`src/rtl/mips_ctrl_pkg.sv`:
```
// Shared types and encodings for the multi-cycle MIPS main control.
package mips_ctrl_pkg;

  typedef enum logic [3:0] {
    IDLE      = 4'd0,
    FETCH     = 4'd1,
    DECODE    = 4'd2,
    EXEC      = 4'd3,
    R_WB      = 4'd4,
    MEM_ADDR  = 4'd5,
    MEM_READ  = 4'd6,
    MEM_WB    = 4'd7,
    MEM_WRITE = 4'd8,
    BRANCH    = 4'd9,
    JUMP      = 4'd10,
    IMM_EXEC  = 4'd11,
    IMM_WB    = 4'd12
  } state_e;

  // Which ALU operation family the current state asks for.
  typedef enum logic [2:0] {
    CLS_NONE  = 3'd0,
    CLS_ADD   = 3'd1,
    CLS_SUB   = 3'd2,
    CLS_RTYPE = 3'd3,
    CLS_IMM   = 3'd4
  } alu_cls_e;

  localparam logic [5:0] OP_RTYPE = 6'h00;
  localparam logic [5:0] OP_J     = 6'h02;
  localparam logic [5:0] OP_BEQ   = 6'h04;
  localparam logic [5:0] OP_ADDI  = 6'h08;
  localparam logic [5:0] OP_ANDI  = 6'h0C;
  localparam logic [5:0] OP_ORI   = 6'h0D;
  localparam logic [5:0] OP_LW    = 6'h23;
  localparam logic [5:0] OP_SW    = 6'h2B;

  localparam logic [5:0] FN_ADD  = 6'h20;
  localparam logic [5:0] FN_ADDU = 6'h21;
  localparam logic [5:0] FN_SUB  = 6'h22;
  localparam logic [5:0] FN_SUBU = 6'h23;
  localparam logic [5:0] FN_AND  = 6'h24;
  localparam logic [5:0] FN_OR   = 6'h25;
  localparam logic [5:0] FN_NOR  = 6'h27;

  localparam logic [3:0] ALU_AND = 4'd0;
  localparam logic [3:0] ALU_OR  = 4'd1;
  localparam logic [3:0] ALU_ADD = 4'd2;
  localparam logic [3:0] ALU_SUB = 4'd6;
  localparam logic [3:0] ALU_NOR = 4'd12;

  localparam logic [1:0] SRCB_B     = 2'd0;
  localparam logic [1:0] SRCB_FOUR  = 2'd1;
  localparam logic [1:0] SRCB_IMM   = 2'd2;
  localparam logic [1:0] SRCB_BRIMM = 2'd3;

  localparam logic [1:0] PCSRC_ALU    = 2'd0;
  localparam logic [1:0] PCSRC_ALUOUT = 2'd1;
  localparam logic [1:0] PCSRC_JUMP   = 2'd2;

endpackage

```
`src/rtl/mips_mc_control_alu_ctrl_decode.sv`:
```
// Combinational ALU control: maps the requested operation family plus the
// instruction fields onto a 4-bit ALU op, and flags unsupported R-type functs.
module alu_ctrl_decode
  import mips_ctrl_pkg::*;
(
  input  alu_cls_e   cls_i,
  input  logic [5:0] opcode_i,
  input  logic [5:0] funct_i,
  output logic [3:0] alu_ctrl_o,
  output logic       funct_illegal_o
);

  logic [3:0] r_op_s;

  // Decode the R-type funct field independently of the current state.
  always_comb begin
    r_op_s          = ALU_AND;
    funct_illegal_o = 1'b0;
    case (funct_i)
      FN_ADD, FN_ADDU: r_op_s = ALU_ADD;
      FN_SUB, FN_SUBU: r_op_s = ALU_SUB;
      FN_AND:          r_op_s = ALU_AND;
      FN_OR:           r_op_s = ALU_OR;
      FN_NOR:          r_op_s = ALU_NOR;
      default: begin
        r_op_s          = ALU_AND;
        funct_illegal_o = 1'b1;
      end
    endcase
  end

  // Select the ALU op for the family the FSM is requesting.
  always_comb begin
    alu_ctrl_o = ALU_AND;
    case (cls_i)
      CLS_ADD:   alu_ctrl_o = ALU_ADD;
      CLS_SUB:   alu_ctrl_o = ALU_SUB;
      CLS_RTYPE: alu_ctrl_o = r_op_s;
      CLS_IMM: begin
        case (opcode_i)
          OP_ANDI: alu_ctrl_o = ALU_AND;
          OP_ORI:  alu_ctrl_o = ALU_OR;
          default: alu_ctrl_o = ALU_ADD;
        endcase
      end
      default:   alu_ctrl_o = ALU_AND;
    endcase
  end

endmodule

```
`src/rtl/mips_mc_control.sv`:
```
// Multi-cycle MIPS main control FSM. Outputs are a decode of the current
// state; only ir_write, pc_en and the pulses look at mem_ready / Zero.
module mips_mc_control
  import mips_ctrl_pkg::*;
#(
  parameter int unsigned MEM_TIMEOUT = 255
) (
  input  logic       clk,
  input  logic       rst_n,
  input  logic [5:0] opcode,
  input  logic [5:0] funct,
  input  logic       Zero,
  input  logic       mem_ready,
  output logic [3:0] ALUctrl,
  output logic       alu_src_a,
  output logic [1:0] alu_src_b,
  output logic       imm_zext,
  output logic       iord,
  output logic       mem_read,
  output logic       mem_write,
  output logic       ir_write,
  output logic       pc_en,
  output logic [1:0] pc_source,
  output logic       reg_dst,
  output logic       mem_to_reg,
  output logic       reg_write,
  output logic       illegal_op,
  output logic       mem_timeout,
  output logic       instr_done
);

  localparam logic [7:0] TIMEOUT_LIM = 8'(MEM_TIMEOUT);

  state_e     state_q, state_d;
  logic [7:0] cnt_q, cnt_d;
  alu_cls_e   cls_s;
  logic       funct_illegal_s;
  logic       in_mem_s;
  logic       timeout_s;

  alu_ctrl_decode u_alu_ctrl_decode (
    .cls_i           (cls_s),
    .opcode_i        (opcode),
    .funct_i         (funct),
    .alu_ctrl_o      (ALUctrl),
    .funct_illegal_o (funct_illegal_s)
  );

  assign in_mem_s  = (state_q == FETCH) || (state_q == MEM_READ) || (state_q == MEM_WRITE);
  assign timeout_s = in_mem_s && !mem_ready && (cnt_q == TIMEOUT_LIM);

  // State and wait-counter registers.
  always_ff @(posedge clk or negedge rst_n) begin
    if (!rst_n) begin
      state_q <= IDLE;
      cnt_q   <= 8'd0;
    end else begin
      state_q <= state_d;
      cnt_q   <= cnt_d;
    end
  end

  // Next-state and datapath control decode.
  always_comb begin
    state_d     = state_q;
    cls_s       = CLS_NONE;
    alu_src_a   = 1'b0;
    alu_src_b   = SRCB_B;
    imm_zext    = 1'b0;
    iord        = 1'b0;
    mem_read    = 1'b0;
    mem_write   = 1'b0;
    ir_write    = 1'b0;
    pc_en       = 1'b0;
    pc_source   = PCSRC_ALU;
    reg_dst     = 1'b0;
    mem_to_reg  = 1'b0;
    reg_write   = 1'b0;
    illegal_op  = 1'b0;
    mem_timeout = 1'b0;
    instr_done  = 1'b0;
    case (state_q)
      IDLE: state_d = FETCH;
      FETCH: begin
        cls_s     = CLS_ADD;
        mem_read  = 1'b1;
        alu_src_b = SRCB_FOUR;
        if (mem_ready) begin
          ir_write = 1'b1;
          pc_en    = 1'b1;
          state_d  = DECODE;
        end else if (timeout_s) begin
          mem_timeout = 1'b1;
          state_d     = FETCH;
        end else begin
          state_d = FETCH;
        end
      end
      DECODE: begin
        cls_s     = CLS_ADD;
        alu_src_b = SRCB_BRIMM;
        case (opcode)
          OP_RTYPE: begin
            if (funct_illegal_s) begin
              illegal_op = 1'b1;
              state_d    = FETCH;
            end else begin
              state_d = EXEC;
            end
          end
          OP_LW, OP_SW:              state_d = MEM_ADDR;
          OP_BEQ:                    state_d = BRANCH;
          OP_J:                      state_d = JUMP;
          OP_ADDI, OP_ANDI, OP_ORI:  state_d = IMM_EXEC;
          default: begin
            illegal_op = 1'b1;
            state_d    = FETCH;
          end
        endcase
      end
      EXEC: begin
        cls_s     = CLS_RTYPE;
        alu_src_a = 1'b1;
        state_d   = R_WB;
      end
      R_WB: begin
        reg_dst    = 1'b1;
        reg_write  = 1'b1;
        instr_done = 1'b1;
        state_d    = FETCH;
      end
      MEM_ADDR: begin
        cls_s     = CLS_ADD;
        alu_src_a = 1'b1;
        alu_src_b = SRCB_IMM;
        if (opcode == OP_LW) begin
          state_d = MEM_READ;
        end else begin
          state_d = MEM_WRITE;
        end
      end
      MEM_READ: begin
        mem_read = 1'b1;
        iord     = 1'b1;
        if (mem_ready) begin
          state_d = MEM_WB;
        end else if (timeout_s) begin
          mem_timeout = 1'b1;
          state_d     = FETCH;
        end else begin
          state_d = MEM_READ;
        end
      end
      MEM_WB: begin
        mem_to_reg = 1'b1;
        reg_write  = 1'b1;
        instr_done = 1'b1;
        state_d    = FETCH;
      end
      MEM_WRITE: begin
        mem_write = 1'b1;
        iord      = 1'b1;
        if (mem_ready) begin
          instr_done = 1'b1;
          state_d    = FETCH;
        end else if (timeout_s) begin
          mem_timeout = 1'b1;
          state_d     = FETCH;
        end else begin
          state_d = MEM_WRITE;
        end
      end
      BRANCH: begin
        cls_s      = CLS_SUB;
        alu_src_a  = 1'b1;
        pc_source  = PCSRC_ALUOUT;
        pc_en      = Zero;
        instr_done = 1'b1;
        state_d    = FETCH;
      end
      JUMP: begin
        pc_source  = PCSRC_JUMP;
        pc_en      = 1'b1;
        instr_done = 1'b1;
        state_d    = FETCH;
      end
      IMM_EXEC: begin
        cls_s     = CLS_IMM;
        alu_src_a = 1'b1;
        alu_src_b = SRCB_IMM;
        imm_zext  = (opcode == OP_ANDI) || (opcode == OP_ORI);
        state_d   = IMM_WB;
      end
      IMM_WB: begin
        reg_write  = 1'b1;
        instr_done = 1'b1;
        state_d    = FETCH;
      end
      default: state_d = IDLE;
    endcase
  end

  // Wait counter: restarts on any state entry (including a timed-out
  // re-entry of FETCH) and counts cycles spent waiting for mem_ready.
  always_comb begin
    cnt_d = cnt_q;
    if ((state_d != state_q) || timeout_s) begin
      cnt_d = 8'd0;
    end else if (in_mem_s && !mem_ready) begin
      cnt_d = cnt_q + 8'd1;
    end else begin
      cnt_d = cnt_q;
    end
  end

endmodule

```
`config.mk`:
```
export PLATFORM = sky130hd
export DESIGN_NAME = mips_mc_control
export DESIGN_NICKNAME = d
export VERILOG_FILES = /design/src/rtl/mips_ctrl_pkg.sv /design/src/rtl/mips_mc_control_alu_ctrl_decode.sv /design/src/rtl/mips_mc_control.sv
export SDC_FILE = /design/constraint.sdc
export NUM_CORES = 1
export LEC_CHECK = 0
export ABC_CLOCK_PERIOD_IN_PS = 2900
export CORE_UTILIZATION = 47
export CTS_CLUSTER_SIZE = 28
export DETAILED_ROUTE_END_ITERATION = 10
export GPL_TIMING_DRIVEN = 0
export MAX_ROUTING_LAYER = met4
export PLACE_DENSITY = 0.87
export SYNTH_ARGS = -nofsm -noshare
export SYNTH_HDL_FRONTEND = slang
export SYNTH_HIERARCHICAL = 1
export SYNTH_SLANG_ARGS = --single-unit
```
`constraint.sdc`:
```
create_clock -name clk -period 2.9 [get_ports clk]
set_input_delay 0.58 -clock clk [delete_from_list [all_inputs] [get_ports clk]]
set_output_delay 0.58 -clock clk [all_outputs]
set_load 0.01 [all_outputs]
```
==> results by group <==
Status
  • Result of the run: finished, violations left
  • Violated checks: DRC

STA
  • Final number of max-transition violations: 0
  • Tmin final: between 2 and 3 ns
  • Final Skew: between 0.004 and 0.005 ns
  • Final count of negative-setup-slack endpoints: 0
  • Worst path setup slack after routing: about 0.09 ns
  • Unrepaired setup endpoints after global routing: no
  • WHS: about 0.62 ns
  • Fraction of the cycle the final worst path needs: 0.969
  • Final number of hold-violating endpoints: 0
  • Relative slew slack: 0.652
  • Worst Max-Slew Pin Slew: approximately 0.52 ns
  • Max Clk Rate: roughly 360 MHz

Layout
  • Layout fillers: 231
  • Multi-input gate area: 0.00110 sq mm
  • Core occupancy in the finished layout: 0.682
  • Net count reported at finish: 233
  • Number of antenna repair diodes: 0
  • Post-route non-filler standard cell count: roughly 250
  • Share of layout cells above drive strength 1: 0.237
  • Signed area change from the synthesized netlist to the final layout: 33.8%
  • FF+latch area: roughly 300 sq um

Global routing
  • Pin count of the biggest net entering global routing: 20
  • Vias in the first global route: between 1000 and 1500
  • Global-route wire length before repair: roughly 6000 um
  • Number of antenna violations at the first check in global routing: 0
  • Overall routing resource usage: 0.236
  • Remaining global-route overflow: 0

Pwr
  • Net switching power: a little over 0.0008 W
  • Sw Ratio: 0.469
  • Register share of total power: 0.144
  • Worst vdd ir: a little over 0.6 mV
  • Leakage: 0.776 nW
  • Power per standard cell area: 890 mW/mm^2
  • Internal power: about 0.00092 W
  • Post-layout total power: between 0.0015 and 0.002 W
  • Clock share of power: 0.077
  • Fraction of power consumed by combinational cells: 0.779

Hold path
  • Classification of the worst-slack hold path: register to register

Clock network
  • H-tree lvl count: 1
  • CTS clk-pin slew, worst paths: ~0.07 ns
  • Bufs on Longest Clock Path: 2
  • Sinks on Clock Net: 12
  • CTS tree: built
  • Cts-stage hold buffer count: 0
  • Root buffer selected by CTS: clkbuf_4
  • Worst skew pair latency: 0.28 ns
  • TritonCTS buffer count: 3

Setup path
  • Critical Path RT: about 2.3 ns
  • Arr. time, crit path: 2.23 ns
  • Worst setup EP type: output port
  • WS Path Type: register to output port
  • Crit Path Max Fanout: 9
  • Element type at the critical path start: register

Die
  • Core footprint: between 0.002 and 0.003 sq mm
  • Floorplan die area: between 0.003 and 0.004 sq mm
  • Horizontal die dimension: 57.6 um
  • Std-Cell Rows: 19
  • Vert. Die Dim: 57.6 um
  • Initial cell density of the core: 0.510
  • Boundary pin count: 37

Synthesis
  • Share of synthesized area occupied by flip-flops and latches: 0.206
  • Top cell types by occurrence after synthesis: 19 x nor2_1, 12 x dfrtp_1, 10 x nand3_1, 9 x a21oi_1, 9 x nand2_1
  • Primary flip-flop cell chosen by synthesis mapping: dfrtp_1
  • Top cells by area in the synthesized netlist: dfrtp_1 21%, nor4_2 6.9%, nor2_1 4.9%, xor2_1 4.2%, nand3_1 3.4%
  • Synth Warn #: 6
  • Mapped cell area: between 0.001 and 0.0015 sq mm
  • Proportion of register bits with asynchronous set or reset after synthesis: 1.00
  • Distinct cells, synth: 65
  • Leading area contributor after synthesis: dfrtp_1
  • Net count of the mapped netlist: between 150 and 200
  • Post-synthesis register bit count: 12
  • Most instantiated library cell after synthesis: nor2_1
  • Mean cell area of the mapped netlist: 8.46 sq um
  • Number of instances in the synthesized netlist: between 150 and 200
  • Number of enable flip-flop cells after synthesis: 0
  • Area fraction of the dominant cell type after synthesis: 0.206

Routing
  • Routed metal-1 wire length: about 1600 um
  • Top metal layer carrying routed signals: met4
  • Aggregate routed wire length: roughly 3600 um
  • Average wire per cell in the routed design: 14.8 um
  • Via count: approximately 1500
  • Detail Route met2 WL: between 1500 and 2000 um
  • Number of detailed-route iterations in the first pass: 7
  • DRT antenna net count: 0
  • Via-per-instance ratio: roughly 6.0
  • Number of remaining DRC errors: 3
  • Amount of wire on met3 after detailed routing: between 200 and 250 um
  • Initial drt markers: between 40 and 50

Placement
  • Detailed placer's ending HPWL: between 2000 and 3000 um
  • GP Congestion: 0.848
  • Port Buf Inserts: 35
  • Worst setup slack before clock tree synthesis: -0.338 ns
  • Count of placed standard cells including taps: 238

Flow run
  • Max_cap viols: 0
final cells by class:
class / instances / area share
Buffer: 9 / 0.0308
Sequential cell: 12 / 0.156
Inverter: 7 / 0.0135
Clock buffer: 4 / 0.0186
Timing Repair Buffer: 40 / 0.197
Tap cell: 31 / 0.0199
Multi-Input combinational cell: 143 / 0.565
state kept, by name, indices dropped and copies added, names as in the netlist:
signal   count
cnt_q        8
state_q      4
repair_timing:
| item | in CTS | in global routing |
|---|---|---|
| endpoints found under the setup margin | 9 | 6 |
| buffers inserted | 3 | 2 |
| gates resized for setup | 15 | 9 |
| pin swaps | 2 | 2 |
| endpoints found under the hold margin | 0 | 0 |
final timing paths:
kind / endpoint / slack [ns] / depth (start not counted) / startpoint
min in group asynchronous: cnt_q[2] / 0.64 / 1 / rst_n
max in group asynchronous: state_q[1] / 1.88 / 1 / rst_n
max reg2reg: cnt_q[0] / 0.72 / 6 / state_q[0]
min reg2reg: cnt_q[1] / 0.62 / 2 / cnt_q[1]
max: mem_timeout / 0.09 / 4 / state_q[2]
min: cnt_q[1] / 0.62 / 2 / cnt_q[1]
worst max-delay path, cell delays in order, from the launching register on:
cell	delay [ns]
dfrtp_2	0.46
or4b_4	0.57
a31oi_4	0.18
and4_1	0.21
clkdlybuf4s50_1	0.53
metal layers:
metal / vias up / track usage
met5: - / -
li1: 740 / -
met1: 697 / 0.292
met4: 0 / 0.0314
met2: 46 / 0.412
met3: 3 / 0.0424
logic make-up (layout without fill, tap and decap cells):
family | after synthesis | after routing | synth area share
adder cells (fa/ha/maj) | 1 | 1 | 0.00860
AND/OR/NAND/NOR | 89 | 89 | 0.419
XOR/XNOR | 8 | 8 | 0.0482
flip-flops | 12 | 12 | 0.206
multiplexers | 3 | 3 | 0.0301
buffers and inverters | 17 | 60 | 0.0507
AO/OA/AOI/OAI | 42 | 42 | 0.237
cell usage in the layout (no fill, tap or decap), types with 4 or more instances in the layout:
cell type,synthesis,final
a21oi_1,9,9
buf_4,0,9
clkbuf_4,1,5
clkdlybuf4s50_1,0,31
dfrtp_1,12,10
inv_1,7,7
nand2_1,9,9
nand2b_1,4,4
nand3_1,10,10
nor2_1,19,17
nor3_1,5,5
nor4_2,8,8
o21ai_0,5,5
xor2_1,7,7
power groups by stage:
stage,Clock (W),Sequential [W],Combinational (W)
after floorplan,0,0.000236,0.000879
after global placement,0,0.000250,0.00124
after detailed placement,0,0.000250,0.00125
after CTS,0.000133,0.000247,0.00131
after global routing,0.000141,0.000259,0.00146
final,0.000133,0.000250,0.00135
per-stage QoR:
| stage | TNS (ns) | cell area [sq um] |
|---|---|---|
| finish | 0 | 1950 |
| global route | 0 | 1950 |
| CTS | 0 | 1920 |
| detailed placement | -0.695 | 1840 |
| global placement | -0.612 | 1840 |
| floorplan | 0 | 1460 |
(Power assumes the default switching activity.)
==> edit 1: new RTL, same settings <==
Register the output `mem_timeout`, with the module's reset; this adds one clock of latency there. The other outputs are not delayed to match.
--- a/src/rtl/mips_mc_control.sv
+++ b/src/rtl/mips_mc_control.sv
@@ -32,4 +32,6 @@
   localparam logic [7:0] TIMEOUT_LIM = 8'(MEM_TIMEOUT);
 
+  logic mem_timeout_d;
+
   state_e     state_q, state_d;
   logic [7:0] cnt_q, cnt_d;
@@ -78,5 +80,5 @@
     reg_write   = 1'b0;
     illegal_op  = 1'b0;
-    mem_timeout = 1'b0;
+    mem_timeout_d = 1'b0;
     instr_done  = 1'b0;
     case (state_q)
@@ -91,5 +93,5 @@
           state_d  = DECODE;
         end else if (timeout_s) begin
-          mem_timeout = 1'b1;
+          mem_timeout_d = 1'b1;
           state_d     = FETCH;
         end else begin
@@ -146,5 +148,5 @@
           state_d = MEM_WB;
         end else if (timeout_s) begin
-          mem_timeout = 1'b1;
+          mem_timeout_d = 1'b1;
           state_d     = FETCH;
         end else begin
@@ -165,5 +167,5 @@
           state_d    = FETCH;
         end else if (timeout_s) begin
-          mem_timeout = 1'b1;
+          mem_timeout_d = 1'b1;
           state_d     = FETCH;
         end else begin
@@ -214,4 +216,12 @@
   end
 
+  always_ff @(posedge clk or negedge rst_n) begin
+    if (!rst_n) begin
+      mem_timeout <= '0;
+    end else begin
+      mem_timeout <= mem_timeout_d;
+    end
+  end
+
 endmodule
 
Formal check against the unedited RTL: no difference found for any inputs over 10 cycles, from zero or initial values and one cycle with rst_n low; that may be too few to reach the edited logic, so the function may still have changed.
==> edit 1 against the original RTL <==
- global-route usage grew 1.2 points
- register-to-register slack lost 0.05 ns
- design area shrank 5.0%
- largest power group unchanged
- highest routed layer unchanged
- power shrank 13%
- wire length grew 0.99%
- worst setup slack lost 0.0051 ns
- die area shrank 6.9%
- combinational power shrank 13%
- sequential cell count grew 1
- area after synthesis shrank 7.1%
==> edit 1: results (changes against the original RTL) <==
[clocking]
cts_bufs_inserted=3  ; unchanged
worst_skew_pair.late_latency_ns=0.27
maximum_level_of_the_cts_h_tree=1  ; unchanged
cts_buffer_depth=2  ; unchanged
path_clk_slew_ns=0.07  ; about the same
cts_root_buffer=clkbuf_4

[yosys]
number_of_enable_flip_flop_cells_after_synthesis=0  ; unchanged
muxShareOfSynthArea=0.0231  ; -0.00695
count_of_cell_types_in_the_netlist=57  ; -12%
postSynthNetCount=196  ; +3.7%
post_synth_most_frequent_cells=nor2_1 (24), dfrtp_1 (13), nand3_1 (13)
post_synth_main_area_contributors=dfrtp_1 (24%), nor2_1 (6.7%), nand3_1 (4.8%)
seq_area_frac_synth=0.241  ; +0.0344
mapped_cells=179  ; +4.1%
synth-compound-area-share=0.225  ; -0.0123
synth_xor_xnor_area_share=0.0519  ; +0.00370
yosys.area_share.adder=0.0167  ; +0.00807
postSynth.asyncResetShare=1.00  ; unchanged

[detailed_routing]
drt-initial-drc-count=56  ; +22%
viasPerCell=5.94  ; -1.6%
wl_per_cell_microns=14.7  ; -1.0%
number_of_search_and_repair_iterations_in_the_first_detailed_routing_pass=4  ; -3
drc_errors=0  ; -3
drt-total-wl_mm=3.68  ; +0.99%

[grt]
track_usage=0.248  ; +0.0121
antenna_violations_before_repair=0  ; unchanged
maximum_number_of_pins_on_one_net_before_global_route_repair=14  ; -30%
grt_pass1_vias=1351  ; -3.1%
grt_first_pass_wirelength_mm=5.98  ; -0.68%

[power_and_ir_drop]
vdd_drop_max_uv=614  ; -0.50%
p_leak_uw=0.000733  ; -5.5%

[setup_path]
cp_max_fo=10  ; +1
worstPathArrival_ns=2.24
cpMaxStageDelayCell=clkdlybuf4s50_1
critical_path.max_stage_delay_ns=0.52  ; -0.05 ns

[placed_design]
detailedPlacementHpwl_mm=2.79  ; +7.2%
gp_congestion=0.955  ; +13%
dpl_cell_area_sq_um=1740  ; -5.6%
place_ws_ns=-0.294  ; +0.0444 ns
io_buffers=35  ; unchanged
place_inst=245  ; +2.9%

[worst_hold_path]
worst_hold_path_type=register to register

[timing]
final-hold-violation-count=0  ; unchanged
slew-limit-headroom=0.552  ; -0.0997
clock_skew_ns=0.00443  ; +0.000222 ns

[final_layout]
largest_register_ffs=8  ; unchanged
n_antenna_cell=0  ; unchanged
fraction_of_final_layout_cells_with_drive_strength_greater_than_1=0.159  ; -0.0781
filler_cell_count=238  ; +3.0%
post_layout_nets=238  ; +2.1%
reg.largest.list=cnt_q x8, state_q x4, mem_timeout x1

[outcome]
run_status=completed

-- edit 1: changes by cell type after synthesis, sizes merged, moves of 3 or more --
| cell | unedited run | this run |
|---|---|---|
| xnor2 | 1 | 5 |
| a21oi | 10 | 7 |
| or4b | 4 | 1 |
| nand3 | 10 | 13 |
| nor4 | 9 | 4 |
| nor2 | 19 | 24 |
| xor2 | 7 | 3 |
| nor3 | 5 | 13 |
-- edit 1: kinds of logic (layout without fill, tap and decap cells) --
family / count (synthesis) / after routing
mux: 3 / 3
xor+xnor: 8 / 8
buf+inv: 18 / 59
flops: 13 / 13
fa+ha+maj: 2 / 2
compound gates: 40 / 40
simple gates: 95 / 95
-- edit 1: timing repair --
| item | 4_1_cts | 5_1_grt |
|---|---|---|
| endpoints found under the setup margin | 8 | 4 |
| buffers inserted | 2 | 0 |
| gates resized for setup | 18 | 13 |
| pin swaps | 2 | 2 |
-- edit 1: final timing paths --
check | start | end | slack [ns] | depth (start not counted)
hold / removal | cnt_q[7]$_DFFE_PN0P_ | cnt_q[7]$_DFFE_PN0P_ | 0.58 | 2
max in group asynchronous | rst_n | cnt_q[7]$_DFFE_PN0P_ | 1.87 | 1
setup reg to reg | state_q[2]$_DFF_PN0_ | cnt_q[5]$_DFFE_PN0P_ | 0.67 | 6
hold reg to reg | cnt_q[7]$_DFFE_PN0P_ | cnt_q[7]$_DFFE_PN0P_ | 0.58 | 2
min in group asynchronous | rst_n | state_q[0]$_DFF_PN0_ | 0.67 | 1
setup / recovery | opcode[2] | imm_zext | 0.08 | 5
-- edit 1: through the flow --
stage / util / power, uW
3_3_place_gp: 0.637 / 1280
4_1_cts: 0.664 / 1460
6_report: 0.676 / 1510
2_1_floorplan: - / 912
5_1_grt: 0.676 / 1620
3_5_place_dp: 0.637 / 1280
-- edit 1: per-layer routing --
layer	wire length, microns	track usage
met5	0	-
met4	57	0.0679
met3	199	0.0395
met2	1710	0.398
met1	1710	0.327
-- edit 1: power breakdown --
group / internal, uW / total [uW] / switching [uW]
registers: 208 / 230 / 21.8
clock network: 53.2 / 104 / 50.4
logic: 548 / 1170 / 624
-- edit 1: cell type report --
class | instances | share of cell area
buffer | 9 | 0.0338
clock buffer | 4 | 0.0142
sequential | 13 | 0.176
timing repair buffer | 37 | 0.196
inverter | 9 | 0.0183
tap | 31 | 0.0210
multi-input combinational | 148 | 0.541
-- edit 1: critical path: cells and delay by family --
kind / cells / cell delay (ns)
AND/OR/NAND/NOR: 2 / 0.40
buffers and inverters: 3 / 1.24
==> edit 2: new RTL, same settings <==
Without the edit above. `MEM_TIMEOUT`: 255 -> 128.
--- a/src/rtl/mips_mc_control.sv
+++ b/src/rtl/mips_mc_control.sv
@@ -4,5 +4,5 @@
   import mips_ctrl_pkg::*;
 #(
-  parameter int unsigned MEM_TIMEOUT = 255
+  parameter int unsigned MEM_TIMEOUT = 128
 ) (
   input  logic       clk,
Function: no difference found for any inputs over 10 cycles, from zero or initial values and one cycle with rst_n low; that may be too few to reach the edited logic, so the function may still have changed.
==> edit 2 against the original RTL <==
- die area down 8.8%
- utilization up 1.9 points
- area after synthesis down 9.1%
- power down 2.8%
- sequential power down 7%
- non-clock buffer count down 4
- worst setup slack better by 0.047 ns
- design area down 7.5%
- fmax up 1.7%
- via count down 4.3%
- wire length down 1.5%
- sequential cell count unchanged
- critical path depth up 4
- first-iteration DRC count up 41%
- largest power group unchanged
==> edit 2: results (changes against the original RTL) <==
[detailed_routing]
viasPerCell=5.93  ; -1.9%
drt-initial-drc-count=65  ; +41%
met3WireLength_microns=272  ; +28%

[placed_design]
gp_congestion=0.951  ; +12%
detailedPlacementHpwl_mm=2.74  ; +5.1%
place_inst=232  ; -2.5%

[grt]
gr-usage-met2=0.464  ; +0.0519
grt_pass1_vias=1245  ; -11%
grt_first_pass_wirelength_mm=5.36  ; -11%
track_usage=0.253  ; +0.0168
grt_use_met1=0.283  ; -0.00958
maximum_number_of_pins_on_one_net_before_global_route_repair=13  ; -35%

[yosys]
synth_xor_xnor_area_share=0.0596  ; +0.0115
postSynthNetCount=185  ; -2.1%
postSynthAreaPerCell_sq_um=7.92  ; -6.4%
post_synth_most_frequent_cells=nor2_1 (29), nand2_1 (14), dfrtp_1 (12)
synth-compound-area-share=0.220  ; -0.0169
count_of_cell_types_in_the_netlist=52  ; -20%
yosys.area_share.adder=0.0189  ; +0.0103
seq_area_frac_synth=0.227  ; +0.0207
muxShareOfSynthArea=0.0161  ; -0.0140

[power_and_ir_drop]
switchingPower_uw=784  ; -3.6%
p_leak_uw=0.000716  ; -7.7%
vdd_drop_max_uv=673  ; +9.1%

[final_layout]
filler_cell_count=220  ; -4.8%
multi_input_logic_portion_of_the_cell_area=0.544  ; -0.0205
clkCellAreaFrac=0.0201  ; +0.00150
signal_buffer_area_fraction=0.232  ; +0.00444
flops_and_latches=12  ; unchanged

[outcome]
run_status=completed

[timing]
clock_skew_ns=0.00653  ; +0.00231 ns

[clocking]
worst_skew_pair.late_latency_ns=0.26  ; -0.02 ns
post_cts_resized=18  ; +3

[setup_path]
worstPathArrival_ns=2.18  ; -0.05 ns

edit 2: cell count changes after synthesis, sizes merged, moves of 3 or more:
cell    delta
nand2      +5
nor2      +11
xnor2      +7
nand3b     +3
nor4b      +3
buf        -3
nor4       -8
xor2       -6
or4b       -4
edit 2: critical path, stage by stage, from the launching register on:
cell,delay [ns]
dfrtp_1,0.37
buf_2,0.18
buf_6,0.16
xnor2_1,0.13
nor3_2,0.21
buf_4,0.14
nand2b_1,0.07
a21oi_1,0.12
clkdlybuf4s50_1,0.55
edit 2: through the flow:
stage | hold WS, ns | setup slack, ns | TNS [ns] | area, sq um
after global routing | 0.592 | 0.0235 | 0 | 1800
after CTS | 0.567 | 0.0313 | 0 | 1800
final | 0.562 | 0.136 | 0 | 1800
after floorplan | 0.284 | 0.473 | 0 | 1320
after detailed placement | 0.550 | -0.235 | -0.506 | 1710
after global placement | 0.531 | -0.131 | -0.260 | 1710
edit 2: logic make-up (layout without fill, tap and decap cells):
group | Yosys count | after routing
mux | 2 | 2
fa+ha+maj | 2 | 2
flops | 12 | 12
buf+inv | 13 | 56
xor+xnor | 9 | 9
simple gates | 92 | 92
compound gates | 37 | 37
edit 2: worst paths after layout:
path	startpoint	endpoint	slack (ns)	cells after the start
max reg2reg	cnt_q[0]$_DFFE_PN0P_	cnt_q[7]$_DFFE_PN0P_	0.75	8
min reg2reg	cnt_q[7]$_DFFE_PN0P_	cnt_q[7]$_DFFE_PN0P_	0.56	2
min	cnt_q[7]$_DFFE_PN0P_	cnt_q[7]$_DFFE_PN0P_	0.56	2
min in group asynchronous	rst_n	cnt_q[1]$_DFFE_PN0P_	0.65	1
max in group asynchronous	rst_n	state_q[0]$_DFF_PN0_	1.87	1
max	state_q[1]$_DFF_PN0_	ALUctrl[2]	0.14	8
